**src/rtl/uart_tx_ctrl.sv**
```systemverilog
// uart_tx_ctrl: transmit-side UART framer (start, LSB-first data, optional parity, stop) behind a valid/ready word input
// Ports:
//   clk, rst  - system clock, synchronous active-high reset
//   tx_data   - word to send, sampled when accepted
//   tx_valid  - source has a word; tx_ready - controller is idle and will take it
//   tx        - registered serial line, idles high
//   busy      - frame in flight; tx_done - one-cycle pulse at end of frame
module uart_tx_ctrl #(
    parameter int CLKS_PER_BIT = 434,
    parameter int DATA_BITS    = 8,
    parameter int PARITY_EN    = 0,
    parameter int PARITY_ODD   = 0,
    parameter int STOP_BITS    = 1
) (
    input  logic                 clk,
    input  logic                 rst,
    input  logic [DATA_BITS-1:0] tx_data,
    input  logic                 tx_valid,
    output logic                 tx_ready,
    output logic                 tx,
    output logic                 busy,
    output logic                 tx_done
);
    localparam int CW = (CLKS_PER_BIT > 1) ? $clog2(CLKS_PER_BIT) : 1;
    typedef enum logic [2:0] {IDLE, START, DATA, PARITY, STOP} state_t;
    state_t               state_q;
    logic [CW-1:0]        baud_q, baud_d;
    logic [3:0]           bit_q;
    logic [DATA_BITS-1:0] shift_q;
    logic                 par_q, tx_q, busy_q, done_q, tick;
    always_comb begin
        tick   = baud_q == CW'(CLKS_PER_BIT - 1);
        baud_d = (state_q == IDLE || tick) ? '0 : baud_q + CW'(1);
    end
    // tx_q is loaded with the level of the state being entered, so the line
    // follows the state with no extra cycle of lag.
    always_ff @(posedge clk) begin
        if (rst) begin
            state_q <= IDLE;
            baud_q  <= '0;
            bit_q   <= '0;
            shift_q <= '0;
            par_q   <= 1'b0;
            tx_q    <= 1'b1;
            busy_q  <= 1'b0;
            done_q  <= 1'b0;
        end else begin
            baud_q <= baud_d;
            done_q <= 1'b0;
            case (state_q)
                IDLE: if (tx_valid) begin
                    shift_q <= tx_data;
                    par_q   <= (^tx_data) ^ (PARITY_ODD != 0);
                    state_q <= START;
                    busy_q  <= 1'b1;
                    tx_q    <= 1'b0;
                end
                START: if (tick) begin
                    state_q <= DATA;
                    tx_q    <= shift_q[0];
                end
                DATA: if (tick) begin
                    if (bit_q == 4'(DATA_BITS - 1)) begin
                        bit_q   <= '0;
                        state_q <= (PARITY_EN != 0) ? PARITY : STOP;
                        tx_q    <= (PARITY_EN != 0) ? par_q : 1'b1;
                    end else begin
                        bit_q   <= bit_q + 4'd1;
                        shift_q <= shift_q >> 1;
                        tx_q    <= shift_q[1];
                    end
                end
                PARITY: if (tick) begin
                    state_q <= STOP;
                    tx_q    <= 1'b1;
                end
                STOP: if (tick) begin
                    if (bit_q == 4'(STOP_BITS - 1)) begin
                        bit_q   <= '0;
                        state_q <= IDLE;
                        busy_q  <= 1'b0;
                        done_q  <= 1'b1;
                    end else begin
                        bit_q <= bit_q + 4'd1;
                    end
                end
                default: state_q <= IDLE;
            endcase
        end
    end
    assign tx_ready = state_q == IDLE;
    assign tx       = tx_q;
    assign busy     = busy_q;
    assign tx_done  = done_q;
endmodule

```
**config.mk**
```make
export PLATFORM = sky130hd
export DESIGN_NAME = uart_tx_ctrl
export DESIGN_NICKNAME = d
export VERILOG_FILES = /design/src/rtl/uart_tx_ctrl.sv
export SDC_FILE = /design/constraint.sdc
export NUM_CORES = 1
export LEC_CHECK = 0
export CORE_MARGIN = 1.5
export CORE_UTILIZATION = 35
export CTS_CLUSTER_DIAMETER = 100
export DETAILED_ROUTE_END_ITERATION = 16
export SKIP_LAST_GASP = 1
export SLEW_MARGIN = 20
export SYNTH_ARGS = -nofsm -noshare
export SYNTH_HDL_FRONTEND = slang
export SYNTH_SLANG_ARGS = --single-unit
```
**constraint.sdc**
```tcl
create_clock -name clk -period 1.6 [get_ports clk]
set_input_delay 0.24 -clock clk [delete_from_list [all_inputs] [get_ports clk]]
set_output_delay 0.24 -clock clk [all_outputs]
set_load 0.03 [all_outputs]
```
# Word-level counts from Yosys, hierarchy flattened
# Index checks and enable logic that the tools add are counted.
[classes] n_addsub=2 eq_ne=14 muxes=28 bitwise=2 n_reduce_logical=14
[ops] operator="$mux 8" count=3
[ops] operator="$mux 3" count=7
[ops] operator="$mux 4" count=4
[ops] operator="$ne 2x2->1 const B" count=8
[ops] operator="$pmux 8 s2" count=1
[ops] operator="$pmux 3 s5" count=1
[ops] operator="$add 9x1->9 const B" count=1
[ops] operator="$eq 9x9->1 const B" count=1
[ops] operator="$mux 1" count=9
[ops] operator="$pmux 4 s2" count=1
[ops] operator="$reduce_and 4->1" count=2
[ops] operator="$reduce_and 7->1" count=1
[ops] operator="$eq 3x2->1 const B" count=2
[ops] operator="$reduce_bool 2->1" count=3
[ops] operator="$reduce_and 5->1" count=1
[ops] operator="$add 4x1->4 const B" count=1
[ops] operator="$eq 4x3->1 const B" count=1
[ops] operator="$logic_not 4->1" count=1
[ops] operator="$pmux 1 s4" count=1
[ops] operator="$reduce_bool 4->1" count=1
[ops] operator="$eq 3x1->1 const B" count=1
[ops] operator="$eq 3x3->1 const B" count=1
[ops] operator="$logic_not 3->1" count=1
[ops] operator="$reduce_and 3->1" count=1
[ops] operator="5 further kinds" count=6
[totals] register_bits=27 inputBits=11

# Logic depth before layout (Yosys ltp)
# Gate-level depths: netlist (run 1).
[depth] word_depth=4 depth_mapped=7 depth_no_buf=6

# Least setup slack after synthesis (run 1)
# No wires, ideal clock.
[synth_timing] kind="register -> register" from="register state_q[1]" to="register tx_q, in the netlist tx" arrival_time_ns=1.746 required_time_ns=1.473 setup_slack_ns=-0.273 stages_incl_launch_ff=6 n_path_buf=1 synth_period_minus_slack_ns=1.873 cell_sequence="dfxtp_1 -> buf_4 -> nor3_2 -> nand2_1 -> o311a_1 -> or3_1"
[synth_via] elab_chain_cells=3 elab_cells_between_ends=11 cone_classes="7 x eq/ne; 1 x mux; 3 x reduce/logical"
[synth_lines] item="start: declaration" line_no="26" rtl="state_t state_q;"
[synth_lines] item="start signal: assignment" line_no="65" rtl="state_q <= (PARITY_EN != 0) ? PARITY : STOP;"
[synth_lines] item="$logic_not 3->1 *"
[synth_lines] item="net tx_ready" line_no="19" rtl="output logic tx_ready,"
[synth_lines] item="$reduce_bool 4->1 (no source line) / $ne 2x2->1 (equally long branches)"
[synth_lines] item="$reduce_and 5->1 (no source line)"
[synth_lines] item="end signal: assignment" line_no="60" rtl="tx_q <= shift_q[0];"
[synth_lines] item="end signal: assignment" line_no="66" rtl="tx_q <= (PARITY_EN != 0) ? par_q : 1'b1;"
[synth_lines] item="end signal: assignment" line_no="70" rtl="tx_q <= shift_q[1];"
[synth_lines] item="end: declaration" line_no="30" rtl="logic par_q, tx_q, busy_q, done_q, tick;"
# Mark *: on every way through the listed nets, which the timed path passes. The rest lies on a longest branch.
# A chain may end at the register's enable or synchronous reset.

# Worst setup path in the final report (run 1)
[layout_timing] from="register baud_q[1]" to="register tx_q, in the netlist tx"
[layout_via] elab_chain_cells=3 elab_cells_between_ends=5 cone_classes="4 x eq/ne; 1 x reduce/logical"
[layout_lines] item="start: declaration" line_no="27" rtl="logic [CW-1:0] baud_q, baud_d;"
[layout_lines] item="start signal: assignment" line_no="48" rtl="baud_q <= baud_d;"
[layout_lines] item="$eq 9x9->1 *" line_no="32" rtl="tick = baud_q == CW'(CLKS_PER_BIT - 1);"
[layout_lines] item="$ne 2x2->1 (no source line)"
[layout_lines] item="$reduce_and 5->1 (no source line) *"
# Mark *: on every way between the ends. The rest lies on a longest branch, timed or not.

==> results.env, run 1 <==
SYNTHESIZED_NETLIST_CELL_COUNT=150
TIMING.CRITICAL_PATH.ARRIVAL_NS=1.74
TIMING.HOLD.WS_NS=0.474
SWITCHING_POWER_uW=301
AREA_DELTA_SYNTH_FINAL_PCT=22.0
ASYNC_RESET_FF_FRAC=0
CTS.ROOT.BUFFER_CELL='sky130_fd_sc_hd__clkbuf_8'
GLOBAL_ROUTE.OVERFLOW_TOTAL=0
SW_FRAC_OF_TOTAL=0.241
FINAL.SETUP.WORST_SLACK_NS=0.0280
FINISH.CELL_COUNT_WITHOUT_FILLERS=217
SHARE_OF_CELLS_ABOVE_DRIVE_STRENGTH_1=0.231
CLK-INSERTION-DELAY-LATE_NS=0.27
DP.CELLS=213
TRITONCTS_CLOCK_TREE='done'
SYNTH.LARGEST_AREA_CELL='sky130_fd_sc_hd__dfxtp_1'
ROUTED-VIA-COUNT=1129
TIGHTESTPINTRANSITION_NS=0.325
GRT_PASS1_VIAS=1178
HOLD_VIOLATIONS=0
POST-SYNTH-TOP-COUNT-CELL='sky130_fd_sc_hd__dfxtp_1'
RESULT_OF_THE_RUN='finished clean'
CRIT_CHAIN='inv_2 -> ha_4 -> and4b_4 -> nand2_2 -> o311a_1 -> or3_1'
FLOORPLAN_DIE_WIDTH_UM=66.1
FIN_UTIL=0.455
TRACK_USAGE=0.149
DETAIL_ROUTE.VIAS_PER_CELL=5.20
GRT_FIRST_PASS_WIRELENGTH_UM=5140
CLKSINKCOUNT=27
DRC=0
CTS_MAX_PATH_BUFFERS=2
PLACE.DETAILED.HPWL_UM=2150
CRITPATHMAXSTAGEDELAY_NS=0.35
CLOCKPOWERSHARE=0.311
P_SEQ_FRAC=0.571
FIRST_ITER_VIOLATIONS=14
CTS_HTREE_LEVELS=1
BUFFER_PORTS.INSERTED=14
SYN_AREA_MM2=0.00140
PRE_CTS_WS_NS=0.00372
TIMING.FINAL.MAX_SLEW_VIOLATIONS=0
SETUP_VIOL=0
MAPPEDNETLISTNETS=165
YOSYS.CELL_TYPES.COUNT=44
CTS_INSERTED_BUFFERS=3
START_UTIL=0.373
INITIAL_ANTENNA_VIOLATION_COUNT=0
NUMBER_OF_STORAGE_ELEMENTS_IN_THE_SYNTHESIS_NETLIST=27
WORST_SLEW_MARGIN_RELATIVE_TO_ITS_LIMIT=0.783
SYNTH.TOP_CELLS.BY_AREA='sky130_fd_sc_hd__dfxtp_1, sky130_fd_sc_hd__mux2i_1, sky130_fd_sc_hd__nor2_1'
POST_SYNTH_MOST_FREQUENT_CELLS='sky130_fd_sc_hd__dfxtp_1, sky130_fd_sc_hd__nor2_1, sky130_fd_sc_hd__a21oi_1, sky130_fd_sc_hd__nand3_1, sky130_fd_sc_hd__mux2i_1'
DOMINANTREGCELLSYNTH='sky130_fd_sc_hd__dfxtp_1'
SETUP.WORST_PATH.START_CLASS='flop'
AREA_FRACTION_OF_THE_DOMINANT_CELL_TYPE_AFTER_SYNTHESIS=0.387
P_COMB_FRAC=0.118
CLK_TRANSITION_REPORTED_PATHS_NS=0.09
MIN_PERIOD_OVER_PERIOD=0.983
CRITICAL-PATH-SLOWEST-CELL='sky130_fd_sc_hd__or3_1'
TOTAL_NETS_FINAL=185
FIRST_PASS_ITERS=4
CRIT_PATH_MAX_FANOUT=4
DIEAREA_MM2=0.00437
IO_PINS=15
CLASSIFICATION_OF_THE_WORST_SETUP_PATH='flop to flop'
FP-ROW-COUNT=22
SYNTH_ENABLE_FLOP_CELLS=0
FLOORPLAN.DIE.HEIGHT_UM=66.1
MAX_CAP_VIOLATIONS=0
POWER.DENSITY_mW_PER_MM2=732
FINALCLOCKSKEW_NS=0.00228
AVGROUTEDWIREPERCELL_UM=13.2
INTERNAL-POWER_uW=945
PIN_COUNT_OF_THE_BIGGEST_NET_ENTERING_GLOBAL_ROUTING=17
GRT_SETUP_UNREPAIRED='true'
FMAXACHIEVABLE_MHz=636
POSTROUTEANTENNANETS=0
TIMING.CRITICAL_PATH.REQUIRED_NS=1.77
PERIOD_NEEDED_NS=1.57
CELLLEAKAGEPOWER_uW=0.000639
CTS_SETUP_BUFFERS=0
VDD_IR_DROP_MAX_uV=342
INSERTEDDIODECOUNT=0
ROUTABILITYCONGESTION=0.890
SYNTH_AREA_PER_CELL_UM2=9.30
ROUTED_WL_UM=2860
CORE_MM2=0.00374
HOLD_CLASS='flop to flop'
END_KIND='flop'
FIN_TNS_SETUP_NS=0
SYNTH_SEQ_AREA_SHARE=0.387
SYNTH_WARNINGS=0
==> flip-flops by register name (all words and copies together) (netlist names) <==
signal   count
baud_q       9
bit_q        4
busy         1
shift_q      8
state_q      3
tx           1
tx_done      1
==> placed cells by master (no fill, tap or decap), types with 2 or more instances in the layout <==
master and n:
sky130_fd_sc_hd__a21o_1 7, sky130_fd_sc_hd__a21oi_1 11, sky130_fd_sc_hd__a21oi_2 2, sky130_fd_sc_hd__a41o_1 3, sky130_fd_sc_hd__and3_1 3, sky130_fd_sc_hd__buf_4 12, sky130_fd_sc_hd__clkbuf_8 3, sky130_fd_sc_hd__clkdlybuf4s50_1 13
sky130_fd_sc_hd__dfxtp_1 22, sky130_fd_sc_hd__dfxtp_2 5, sky130_fd_sc_hd__ha_1 3, sky130_fd_sc_hd__inv_1 2, sky130_fd_sc_hd__mux2i_1 8, sky130_fd_sc_hd__nand2_1 4, sky130_fd_sc_hd__nand2_2 2, sky130_fd_sc_hd__nand2b_1 2
sky130_fd_sc_hd__nand3_1 11, sky130_fd_sc_hd__nand3b_1 2, sky130_fd_sc_hd__nand4_1 2, sky130_fd_sc_hd__nor2_1 17, sky130_fd_sc_hd__nor3_1 2, sky130_fd_sc_hd__xnor2_1 5, sky130_fd_sc_hd__xor2_1 3
==> routing by layer <==
layer | vias up | wire length (um) | track usage
met1 | 533 | 1280 | 0.186
met2 | 17 | 1450 | 0.258
li1 | 575 | - | -
met3 | 4 | 84 | 0.0256
met5 | - | 0 | 0
met4 | 0 | 56 | 0.0485
==> timing repair <==
action	4_1_cts	5_1_grt
hold endpoints to repair	0	0
resized for setup	1	12
hold buffers	0	0
setup endpoints to repair	7	13
pin swaps	0	4
==> metrics by stage <==
step,total power [uW],area [um2]
2_1_floorplan,807,1410
3_3_place_gp,867,1610
3_5_place_dp,870,1610
4_1_cts,1260,1670
5_1_grt,1310,1700
6_report,1250,1700
==> critical path: cells and delay by family (launching register included) <==
kind,cells,cell delay (ns)
adder cells (fa/ha/maj),1,0.11
AND/OR/NAND/NOR,3,0.68
AO/OA/AOI/OAI,1,0.27
flip-flops,1,0.34
buffers and inverters,1,0.06
==> kinds of logic after synthesis <==
group / after synthesis / share of synthesized area
compound gates: 30 / 0.150
xor+xnor: 8 / 0.0502
fa+ha+maj: 4 / 0.0359
buf+inv: 13 / 0.0592
flops: 27 / 0.387
mux: 8 / 0.0574
simple gates: 60 / 0.260
==> power groups by stage <==
| stage | registers (uW) | logic, uW | clock network (uW) |
|---|---|---|---|
| finish | 711 | 147 | 388 |
| global route | 714 | 162 | 431 |
| CTS | 709 | 147 | 402 |
| detailed placement | 725 | 145 | 0 |
| global placement | 724 | 143 | 0 |
| floorplan | 726 | 80.6 | 0 |
==> layout make-up <==
| cell class | instances | area, um2 |
|---|---|---|
| Timing Repair Buffer | 25 | 220 |
| Multi-Input combinational cell | 110 | 817 |
| Fill cell | 379 | 2040 |
| Tap cell | 48 | 60.1 |
| Inverter | 3 | 11.3 |
| Sequential cell | 27 | 547 |
| Clock inverter | 1 | 5.00 |
| Clock buffer | 3 | 41.3 |
==> worst paths after layout <==
| kind | from | to | slack, ns | cells after the start |
|---|---|---|---|---|
| worst min register to register | shift_q[2]$_SDFFE_PP0P_ | shift_q[2]$_SDFFE_PP0P_ | 0.47 | 2 |
| worst min-delay path | shift_q[2]$_SDFFE_PP0P_ | shift_q[2]$_SDFFE_PP0P_ | 0.47 | 2 |
| worst max register to register | baud_q[1]$_SDFF_PP0_ | tx$_SDFFE_PP1P_ | 0.03 | 6 |
| worst max-delay path | baud_q[1]$_SDFF_PP0_ | tx$_SDFFE_PP1P_ | 0.03 | 6 |
Note: power is estimated with default switching activity, not from simulation.
==> inputs of run 2 (changes only) <==
--- a/config.mk
+++ b/config.mk
@@ -5,9 +5,9 @@
 export SDC_FILE = /design/constraint.sdc
 export NUM_CORES = 1
 export LEC_CHECK = 0
+export ABC_AREA = 1
 export CORE_MARGIN = 1.5
 export CORE_UTILIZATION = 35
-export CTS_CLUSTER_DIAMETER = 100
 export DETAILED_ROUTE_END_ITERATION = 16
 export SKIP_LAST_GASP = 1
 export SLEW_MARGIN = 20
==> run 2 against run 1 <==
Against the previous run: global-route usage decreased by 0.27 points; total power increased by 100%; utilization decreased by 0.30 points; combinational power increased to 8.6 times the previous value; clock skew increased by 0.0012 ns; first-iteration DRC count increased to 4.4 times the previous value; critical path depth decreased by 5; largest cell class unchanged; highest routed layer unchanged.
==> results.env, run 2 <==
DOMINANTREGCELLSYNTH='sky130_fd_sc_hd__dfxtp_1'  # unchanged
CLK-INSERTION-DELAY-LATE_NS=0.27  # about the same
TRITONCTS_CLOCK_TREE='done'  # unchanged
COMBINED_AREA_OF_THE_MULTI_INPUT_LOGIC_CELLS_UM2=828  # was 817 um2
GRT_FIRST_PASS_WIRELENGTH_UM=5150  # was 5140 um
AREA_DELTA_SYNTH_FINAL_PCT=22.7  # was 22.0%
P_COMB_FRAC=0.499  # was 0.118
SYNTHESIZED_NETLIST_CELL_COUNT=200  # was 150
MIN_PERIOD_OVER_PERIOD=0.960  # was 0.983
POST_SYNTH_MOST_FREQUENT_CELLS='sky130_fd_sc_hd__nand2_1, sky130_fd_sc_hd__inv_1, sky130_fd_sc_hd__dfxtp_1, sky130_fd_sc_hd__nor2_1, sky130_fd_sc_hd__o21ai_0'  # was sky130_fd_sc_hd__dfxtp_1, sky130_fd_sc_hd__nor2_1, sky130_fd_sc_hd__a21oi_1, sky130_fd_sc_hd__nand3_1, sky130_fd_sc_hd__mux2i_1
SHARE_OF_CELLS_ABOVE_DRIVE_STRENGTH_1=0.212  # was 0.231
NUMBER_OF_STORAGE_ELEMENTS_IN_THE_SYNTHESIS_NETLIST=27  # unchanged
PRE_CTS_WS_NS=0.0692  # was 0.00372 ns
ROUTABILITYCONGESTION=0.895  # was 0.890
DETAIL_ROUTE.VIAS_PER_CELL=4.72  # was 5.20
CLASSIFICATION_OF_THE_WORST_SETUP_PATH='flop to output pin'  # was flop to flop
SW_FRAC_OF_TOTAL=0.414  # was 0.241
TIMING.FINAL.MAX_SLEW_VIOLATIONS=0  # unchanged
FLOORPLAN_DIE_WIDTH_UM=68.1  # was 66.1 um
WORST_SLEW_MARGIN_RELATIVE_TO_ITS_LIMIT=0.766  # was 0.783
AREA_FRACTION_OF_THE_DOMINANT_CELL_TYPE_AFTER_SYNTHESIS=0.365  # was 0.387
BUFFER_PORTS.INSERTED=14  # unchanged
CRITPATHMAXSTAGEDELAY_NS=0.67  # was 0.35 ns
DIEAREA_MM2=0.00464  # was 0.00437 mm2
INTERNAL-POWER_uW=1490  # was 945 uW
TIMING.CRITICAL_PATH.BUF_INV=1  # unchanged
ROUTED-VIA-COUNT=1303  # was 1129
RESULT_OF_THE_RUN='finished clean'  # unchanged
POWER.DENSITY_mW_PER_MM2=1390  # was 732 mW/mm2
WORST_SETUP_PATH_STARTPOINT='tx$_SDFFE_PP1P_'  # was baud_q[1]$_SDFF_PP0_
INITIAL_ANTENNA_VIOLATION_COUNT=0  # unchanged
MAPPEDNETLISTNETS=215  # was 165
SYNTH.TOP_CELLS.BY_AREA='sky130_fd_sc_hd__dfxtp_1, sky130_fd_sc_hd__nand2_1, sky130_fd_sc_hd__inv_1'  # was sky130_fd_sc_hd__dfxtp_1, sky130_fd_sc_hd__mux2i_1, sky130_fd_sc_hd__nor2_1
TIMING.CRITICAL_PATH.REQUIRED_NS=1.36  # was 1.77 ns
CTS_MAX_PATH_BUFFERS=2  # unchanged
NUMBER_OF_FLIP_FLOPS_IN_THE_LARGEST_REGISTER=9  # unchanged
WORSTHOLDSTART='busy$_SDFFE_PP0P_'  # was shift_q[2]$_SDFFE_PP0P_
FINAL_COMMON_CELL='sky130_fd_sc_hd__nand2_1'  # was sky130_fd_sc_hd__dfxtp_1
TOTAL_NETS_FINAL=242  # was 185
SYNTH_ENABLE_FLOP_CELLS=0  # unchanged
MAX_CAP_VIOLATIONS=0  # unchanged
TIMING.HOLD.WS_NS=0.444  # was 0.474 ns
FP-ROW-COUNT=23  # was 22
INSERTEDDIODECOUNT=0  # unchanged
CLK_TRANSITION_REPORTED_PATHS_NS=0.09  # about the same
YOSYS.CELL_TYPES.COUNT=33  # was 44
PERIOD_NEEDED_NS=1.54  # was 1.57 ns
FIN_TNS_SETUP_NS=0  # unchanged
CRIT_PATH_MAX_FANOUT=2  # was 4
TIGHTESTPINTRANSITION_NS=0.350  # was 0.325 ns
SYNTH_WARNINGS=0  # unchanged
PLACE.DETAILED.HPWL_UM=2200  # was 2150 um
CTS_INSERTED_BUFFERS=3  # unchanged
FILLER_CELL_COUNT=436  # was 379
VDD_IR_DROP_MAX_uV=496  # was 342 uV
FMAXACHIEVABLE_MHz=651  # was 636 MHz
ASYNC_RESET_FF_FRAC=0  # unchanged
TRACK_USAGE=0.146  # was 0.149
PATH_DELAY_FAMILY='buffers and inverters'  # was simple AND/OR/NAND/NOR gates
CLKSINKCOUNT=27  # unchanged
FINALCLOCKSKEW_NS=0.00345  # was 0.00228 ns
FIRST_ITER_VIOLATIONS=61  # was 14
FINAL.SETUP.WORST_SLACK_NS=0.0633  # was 0.0280 ns
POSTROUTEANTENNANETS=0  # unchanged
FIRST_PASS_ITERS=4  # unchanged
FF_LATCH_AREA_UM2=542  # was 547 um2
POST-SYNTH-TOP-COUNT-CELL='sky130_fd_sc_hd__nand2_1'  # was sky130_fd_sc_hd__dfxtp_1
CTS.ROOT.BUFFER_CELL='sky130_fd_sc_hd__clkbuf_8'  # unchanged
HOLD_VIOLATIONS=0  # unchanged
CRIT_CHAIN='clkdlybuf4s50_1'  # was inv_2 -> ha_4 -> and4b_4 -> nand2_2 -> o311a_1 -> or3_1
SYNTH_AREA_PER_CELL_UM2=7.41  # was 9.30 um2
ROUTED_WL_UM=2970  # was 2860 um
SYNTH_SEQ_AREA_SHARE=0.365  # was 0.387
WORSTREG2REGSTART='bit_q[0]$_SDFFE_PP0P_'  # was baud_q[1]$_SDFF_PP0_
CLOCKPOWERSHARE=0.153  # was 0.311
PIN_COUNT_OF_THE_BIGGEST_NET_ENTERING_GLOBAL_ROUTING=18  # was 17
CELLLEAKAGEPOWER_uW=0.000739  # was 0.000639 uW
FINAL_STANDARD_CELL_AREA_WITHOUT_FILLERS_MM2=0.00182  # was 0.00170 mm2
FLOORPLAN.DIE.HEIGHT_UM=68.1  # was 66.1 um
SETUP.WORST_PATH.START_CLASS='flop'  # unchanged
SYNTH.LARGEST_AREA_CELL='sky130_fd_sc_hd__dfxtp_1'  # unchanged
HOLD_CLASS='flop to flop'  # unchanged
CORE_MM2=0.00403  # was 0.00374 mm2
CRITICAL-PATH-SLOWEST-CELL='sky130_fd_sc_hd__clkdlybuf4s50_1'  # was sky130_fd_sc_hd__or3_1
START_UTIL=0.368  # was 0.373
GRT_SETUP_UNREPAIRED='false'  # was true
SYN_AREA_MM2=0.00148  # was 0.00140 mm2
SETUP_VIOL=0  # unchanged
LEADING_CELL_TYPES_IN_THE_LAYOUT_FILL_AND_TAPS_EXCLUDED='sky130_fd_sc_hd__nand2_1, sky130_fd_sc_hd__inv_1, sky130_fd_sc_hd__dfxtp_1'  # was sky130_fd_sc_hd__dfxtp_1, sky130_fd_sc_hd__nor2_1, sky130_fd_sc_hd__clkdlybuf4s50_1
TIMING.CRITICAL_PATH.ARRIVAL_NS=1.30  # was 1.74 ns
CTS_HTREE_LEVELS=1  # unchanged
MAX_FLOP_REGISTER='baud_q'  # unchanged
P_SEQ_FRAC=0.348  # was 0.571
IO_PINS=15  # unchanged
GLOBAL_ROUTE.OVERFLOW_TOTAL=0  # unchanged
BIGGESTREGSBYFLOPS='baud_q: 9 flops, shift_q: 8 flops, bit_q: 4 flops'  # unchanged
PLACEMENT.CELL_AREA_MM2=0.00171  # was 0.00161 mm2
AVGROUTEDWIREPERCELL_UM=10.8  # was 13.2 um
DRC=0  # unchanged
SWITCHING_POWER_uW=1050  # was 301 uW
GRT_PASS1_VIAS=1190  # was 1178
END_KIND='output pin'  # was flop
[run 2: changes by cell type after synthesis, sizes merged, moves of 5 or more]
| cell | delta |
|---|---|
| a21o | -7 |
| buf | -5 |
| inv | +30 |
| mux2i | -8 |
| nand2 | +40 |
| nor2 | +7 |
| o21ai | +18 |
| xnor2 | -5 |
[run 2: per-layer routing]
metal | wire (um) | vias to the layer above | global-route usage
li1 | - | 698 | -
met1 | 1540 | 574 | 0.201
met2 | 1290 | 26 | 0.226
met3 | 91 | 5 | 0.0247
met4 | 51 | 0 | 0.0600
met5 | 0 | - | 0
[run 2: final timing paths]
| path | endpoint | cells after the start | slack [ns] |
|---|---|---|---|
| worst min-delay path | busy$_SDFFE_PP0P_ | 2 | 0.44 |
| worst max register to register | shift_q[5]$_SDFFE_PP0P_ | 9 | 0.14 |
| worst max-delay path | tx | 1 | 0.06 |
| worst min register to register | busy$_SDFFE_PP0P_ | 2 | 0.44 |
[run 2: final cells by class]
class / count / area share
multi-input combinational: 138 / 0.455
sequential: 27 / 0.298
timing repair buffer: 24 / 0.118
inverter: 33 / 0.0695
tap: 50 / 0.0344
clock buffer: 4 / 0.0248
[run 2: worst min-delay path: stages, from the launching register on]
cell and delay (ns):
sky130_fd_sc_hd__dfxtp_1 0.32, sky130_fd_sc_hd__inv_1 0.05, sky130_fd_sc_hd__a21oi_1 0.05
[run 2: kinds of logic (layout without fill, tap and decap cells)]
family / Yosys count / in the layout / share of synthesized area
buffers and inverters: 36 / 61 / 0.108
AOI/OAI and AO/OA: 41 / 41 / 0.169
xor gates and xnor gates: 1 / 1 / 0.00591
and+or+nand+nor: 91 / 92 / 0.319
adders and majority gates: 4 / 4 / 0.0338
DFF: 27 / 27 / 0.365
[run 2: per-stage QoR]
step | power, uW | std cells | util
floorplan | 1770 | 200 | -
global placement | 2030 | 269 | 0.425
detailed placement | 2040 | 269 | 0.425
CTS | 2420 | 273 | 0.436
global route | 2740 | 276 | 0.452
finish | 2540 | 276 | 0.452
[run 2: repair_timing]
action | CTS | global route
gates resized for setup | 1 | 10
buffers inserted | 0 | 2
cloned | 0 | 1
setup endpoints to repair | 1 | 14
hold buffers | 0 | 0
pin swaps | 0 | 3
[run 2: power by group through the flow]
stage | Sequential (uW) | Combinational (uW) | Clock, uW
5_1_grt | 897 | 1420 | 428
3_5_place_dp | 901 | 1140 | 0
6_report | 884 | 1260 | 388
4_1_cts | 885 | 1130 | 406
3_3_place_gp | 898 | 1140 | 0
2_1_floorplan | 953 | 821 | 0
==> inputs of run 3 (changes only) <==
==> constraint.sdc (replaced) <==
create_clock -name clk -period 1.6 [get_ports clk]
set_input_delay 0.24 -clock clk [delete_from_list [all_inputs] [get_ports clk]]
set_output_delay 0.24 -clock clk [all_outputs]
set_load 0.02 [all_outputs]
==> run 3 against run 2 <==
Against the previous run: first-iteration DRC count shrank 28%; global-route usage shrank 0.58 points; die area is the same; wire length shrank 0.20%; total power shrank 3.7%; utilization shrank 1.1 points; critical path depth grew 3; highest routed layer unchanged.
==> results.env, run 3 (synthesized netlist as in run 2, its figures left out) <==
RESULT_OF_THE_RUN='finished clean'  # unchanged
MIN_PERIOD_OVER_PERIOD=0.941  # was 0.960
NUMBER_OF_FLIP_FLOPS_IN_THE_LARGEST_REGISTER=9  # unchanged
ROUTABILITYCONGESTION=0.908  # was 0.895
CTS.ROOT.BUFFER_CELL='sky130_fd_sc_hd__clkbuf_8'  # unchanged
WORST_SLEW_MARGIN_RELATIVE_TO_ITS_LIMIT=0.760  # was 0.766
END_KIND='output pin'  # unchanged
DETAIL_ROUTE.VIAS_PER_CELL=4.68  # was 4.72
CTS_INSERTED_BUFFERS=3  # unchanged
CRIT_CHAIN='nor2_4 -> nand2_4 -> inv_1 -> dlygate4sd2_1'  # was clkdlybuf4s50_1
FINAL_COMMON_CELL='sky130_fd_sc_hd__nand2_1'  # unchanged
GRT_FIRST_PASS_WIRELENGTH_UM=4970  # was 5150 um
WORSTREG2REGSTART='state_q[1]$_SDFFE_PP0P_'  # was bit_q[0]$_SDFFE_PP0P_
FINAL.SETUP.WORST_SLACK_NS=0.0938  # was 0.0633 ns
FLOORPLAN.DIE.HEIGHT_UM=68.1  # unchanged
CTS_HTREE_LEVELS=1  # unchanged
CLASSIFICATION_OF_THE_WORST_SETUP_PATH='flop to output pin'  # unchanged
DRC=0  # unchanged
FP-ROW-COUNT=23  # unchanged
CRITPATHMAXSTAGEDELAY_NS=0.38  # was 0.67 ns
BUFFER_PORTS.INSERTED=14  # unchanged
LEADING_CELL_TYPES_IN_THE_LAYOUT_FILL_AND_TAPS_EXCLUDED='sky130_fd_sc_hd__nand2_1, sky130_fd_sc_hd__inv_1, sky130_fd_sc_hd__dfxtp_1'  # unchanged
AVGROUTEDWIREPERCELL_UM=10.9  # was 10.8 um
SHARE_OF_CELLS_ABOVE_DRIVE_STRENGTH_1=0.198  # was 0.212
FINALCLOCKSKEW_NS=0.00362  # was 0.00345 ns
GLOBAL_ROUTE.OVERFLOW_TOTAL=0  # unchanged
TRITONCTS_CLOCK_TREE='done'  # unchanged
FIN_UTIL=0.441  # was 0.452
PATH_DELAY_FAMILY='flip-flops'  # was buffers and inverters
CELLLEAKAGEPOWER_uW=0.000719  # was 0.000739 uW
MAX_CAP_VIOLATIONS=0  # unchanged
FIN_TNS_SETUP_NS=0  # unchanged
INSERTEDDIODECOUNT=0  # unchanged
PERIOD_NEEDED_NS=1.51  # was 1.54 ns
DIEAREA_MM2=0.00464  # unchanged
POSTROUTEANTENNANETS=0  # unchanged
PRE_CTS_WS_NS=0.0650  # was 0.0692 ns
VDD_IR_DROP_MAX_uV=572  # was 496 uV
START_UTIL=0.368  # unchanged
WORSTHOLDSTART='busy$_SDFFE_PP0P_'  # unchanged
CLKSINKCOUNT=27  # unchanged
INITIAL_ANTENNA_VIOLATION_COUNT=0  # unchanged
TIGHTESTPINTRANSITION_NS=0.358  # was 0.350 ns
SETUP_VIOL=0  # unchanged
FILLER_CELL_COUNT=441  # was 436
CTS_MAX_PATH_BUFFERS=2  # unchanged
BIGGESTREGSBYFLOPS='baud_q: 9 flops, shift_q: 8 flops, bit_q: 4 flops'  # unchanged
AREA_DELTA_SYNTH_FINAL_PCT=19.8  # was 22.7%
MAX_FLOP_REGISTER='baud_q'  # unchanged
CORE_MM2=0.00403  # unchanged
IO_PINS=15  # unchanged
PIN_COUNT_OF_THE_BIGGEST_NET_ENTERING_GLOBAL_ROUTING=18  # unchanged
TIMING.CRITICAL_PATH.REQUIRED_NS=1.36  # about the same
TIMING.CRITICAL_PATH.BUF_INV=2  # was 1
FLOORPLAN_DIE_WIDTH_UM=68.1  # unchanged
TIMING.FINAL.MAX_SLEW_VIOLATIONS=0  # unchanged
TOTAL_NETS_FINAL=238  # was 242
ROUTED-VIA-COUNT=1273  # was 1303
FF_LATCH_AREA_UM2=546  # was 542 um2
PLACE.DETAILED.HPWL_UM=2120  # was 2200 um
CRIT_PATH_MAX_FANOUT=6  # was 2
TIMING.CRITICAL_PATH.ARRIVAL_NS=1.27  # was 1.30 ns
ROUTED_WL_UM=2970  # about the same
CLK_TRANSITION_REPORTED_PATHS_NS=0.10  # was 0.09 ns
FIRST_PASS_ITERS=4  # unchanged
HOLD_CLASS='flop to flop'  # unchanged
FMAXACHIEVABLE_MHz=664  # was 651 MHz
WORST_SETUP_PATH_STARTPOINT='state_q[0]$_SDFFE_PP0P_'  # was tx$_SDFFE_PP1P_
CTS_HOLD_REPAIR.BUFFERS=0  # unchanged
CLK-INSERTION-DELAY-LATE_NS=0.27  # about the same
FIRST_ITER_VIOLATIONS=44  # was 61
CRITICAL-PATH-SLOWEST-CELL='sky130_fd_sc_hd__dfxtp_1'  # was sky130_fd_sc_hd__clkdlybuf4s50_1
HOLD_VIOLATIONS=0  # unchanged
SETUP.WORST_PATH.START_CLASS='flop'  # unchanged
GRT_SETUP_UNREPAIRED='true'  # was false
COMBINED_AREA_OF_THE_MULTI_INPUT_LOGIC_CELLS_UM2=813  # was 828 um2
GRT_PASS1_VIAS=1139  # was 1190
POWER.DENSITY_mW_PER_MM2=1370  # was 1390 mW/mm2
TRACK_USAGE=0.141  # was 0.146
run 3: cell count changes in the layout (fill, tap and decap cells not counted), moves of 2 or more:
cell	previous run	this run
sky130_fd_sc_hd__nor2_1	18	20
sky130_fd_sc_hd__dfxtp_1	26	23
sky130_fd_sc_hd__nor2_2	3	1
sky130_fd_sc_hd__dfxtp_2	1	4
sky130_fd_sc_hd__buf_4	10	6
run 3: metrics by stage:
step / cell area [um2] / hold slack (ns) / instances / power [uW]
after floorplan: 1480 / 0.309 / 200 / 1740
after global routing: 1780 / 0.470 / 272 / 2630
after CTS: 1730 / 0.451 / 270 / 2360
after detailed placement: 1690 / 0.435 / 266 / 1970
final: 1780 / 0.446 / 272 / 2440
after global placement: 1690 / 0.435 / 266 / 1970
run 3: repair_timing:
item | CTS | global route
gates cloned | 0 | 1
buffers inserted | 0 | 1
setup endpoints to repair | 1 | 14
pin swaps | 0 | 1
gates resized for setup | 2 | 8
run 3: metal layers:
layer	vias up	routed length, um	track usage
met1	565	1610	0.203
li1	689	-	-
met3	2	71	0.0247
met4	0	27	0.0450
met2	17	1260	0.211
met5	-	0	0
run 3: cell type report:
class                           instances  area share
Tap cell                               50      0.0352
Sequential cell                        27       0.307
Inverter                               33      0.0711
Multi-Input combinational cell        138       0.458
Timing Repair Buffer                   20       0.104
Clock buffer                            4      0.0254
run 3: final timing paths:
path | end | slack (ns) | cells past startpoint
worst max-delay path | tx_ready | 0.09 | 4
worst min-delay path | busy$_SDFFE_PP0P_ | 0.45 | 2
worst max register to register | state_q[2]$_SDFFE_PP0P_ | 0.11 | 8
worst min register to register | busy$_SDFFE_PP0P_ | 0.45 | 2
run 3: power breakdown:
part           internal (uW)  switching, uW  total, uW
logic                    438            711       1150
registers                813           87.6        900
clock network            178            216        394
run 3: worst reg2reg max path, cell delays in order (launching register included):
cell and delay, ns:
sky130_fd_sc_hd__dfxtp_2 0.40, sky130_fd_sc_hd__inv_2 0.08, sky130_fd_sc_hd__nor2_2 0.15, sky130_fd_sc_hd__nand2_4 0.15, sky130_fd_sc_hd__nor2_1 0.22, sky130_fd_sc_hd__nor2_4 0.06
sky130_fd_sc_hd__nand2_1 0.09, sky130_fd_sc_hd__nand2_1 0.08, sky130_fd_sc_hd__a21oi_1 0.18
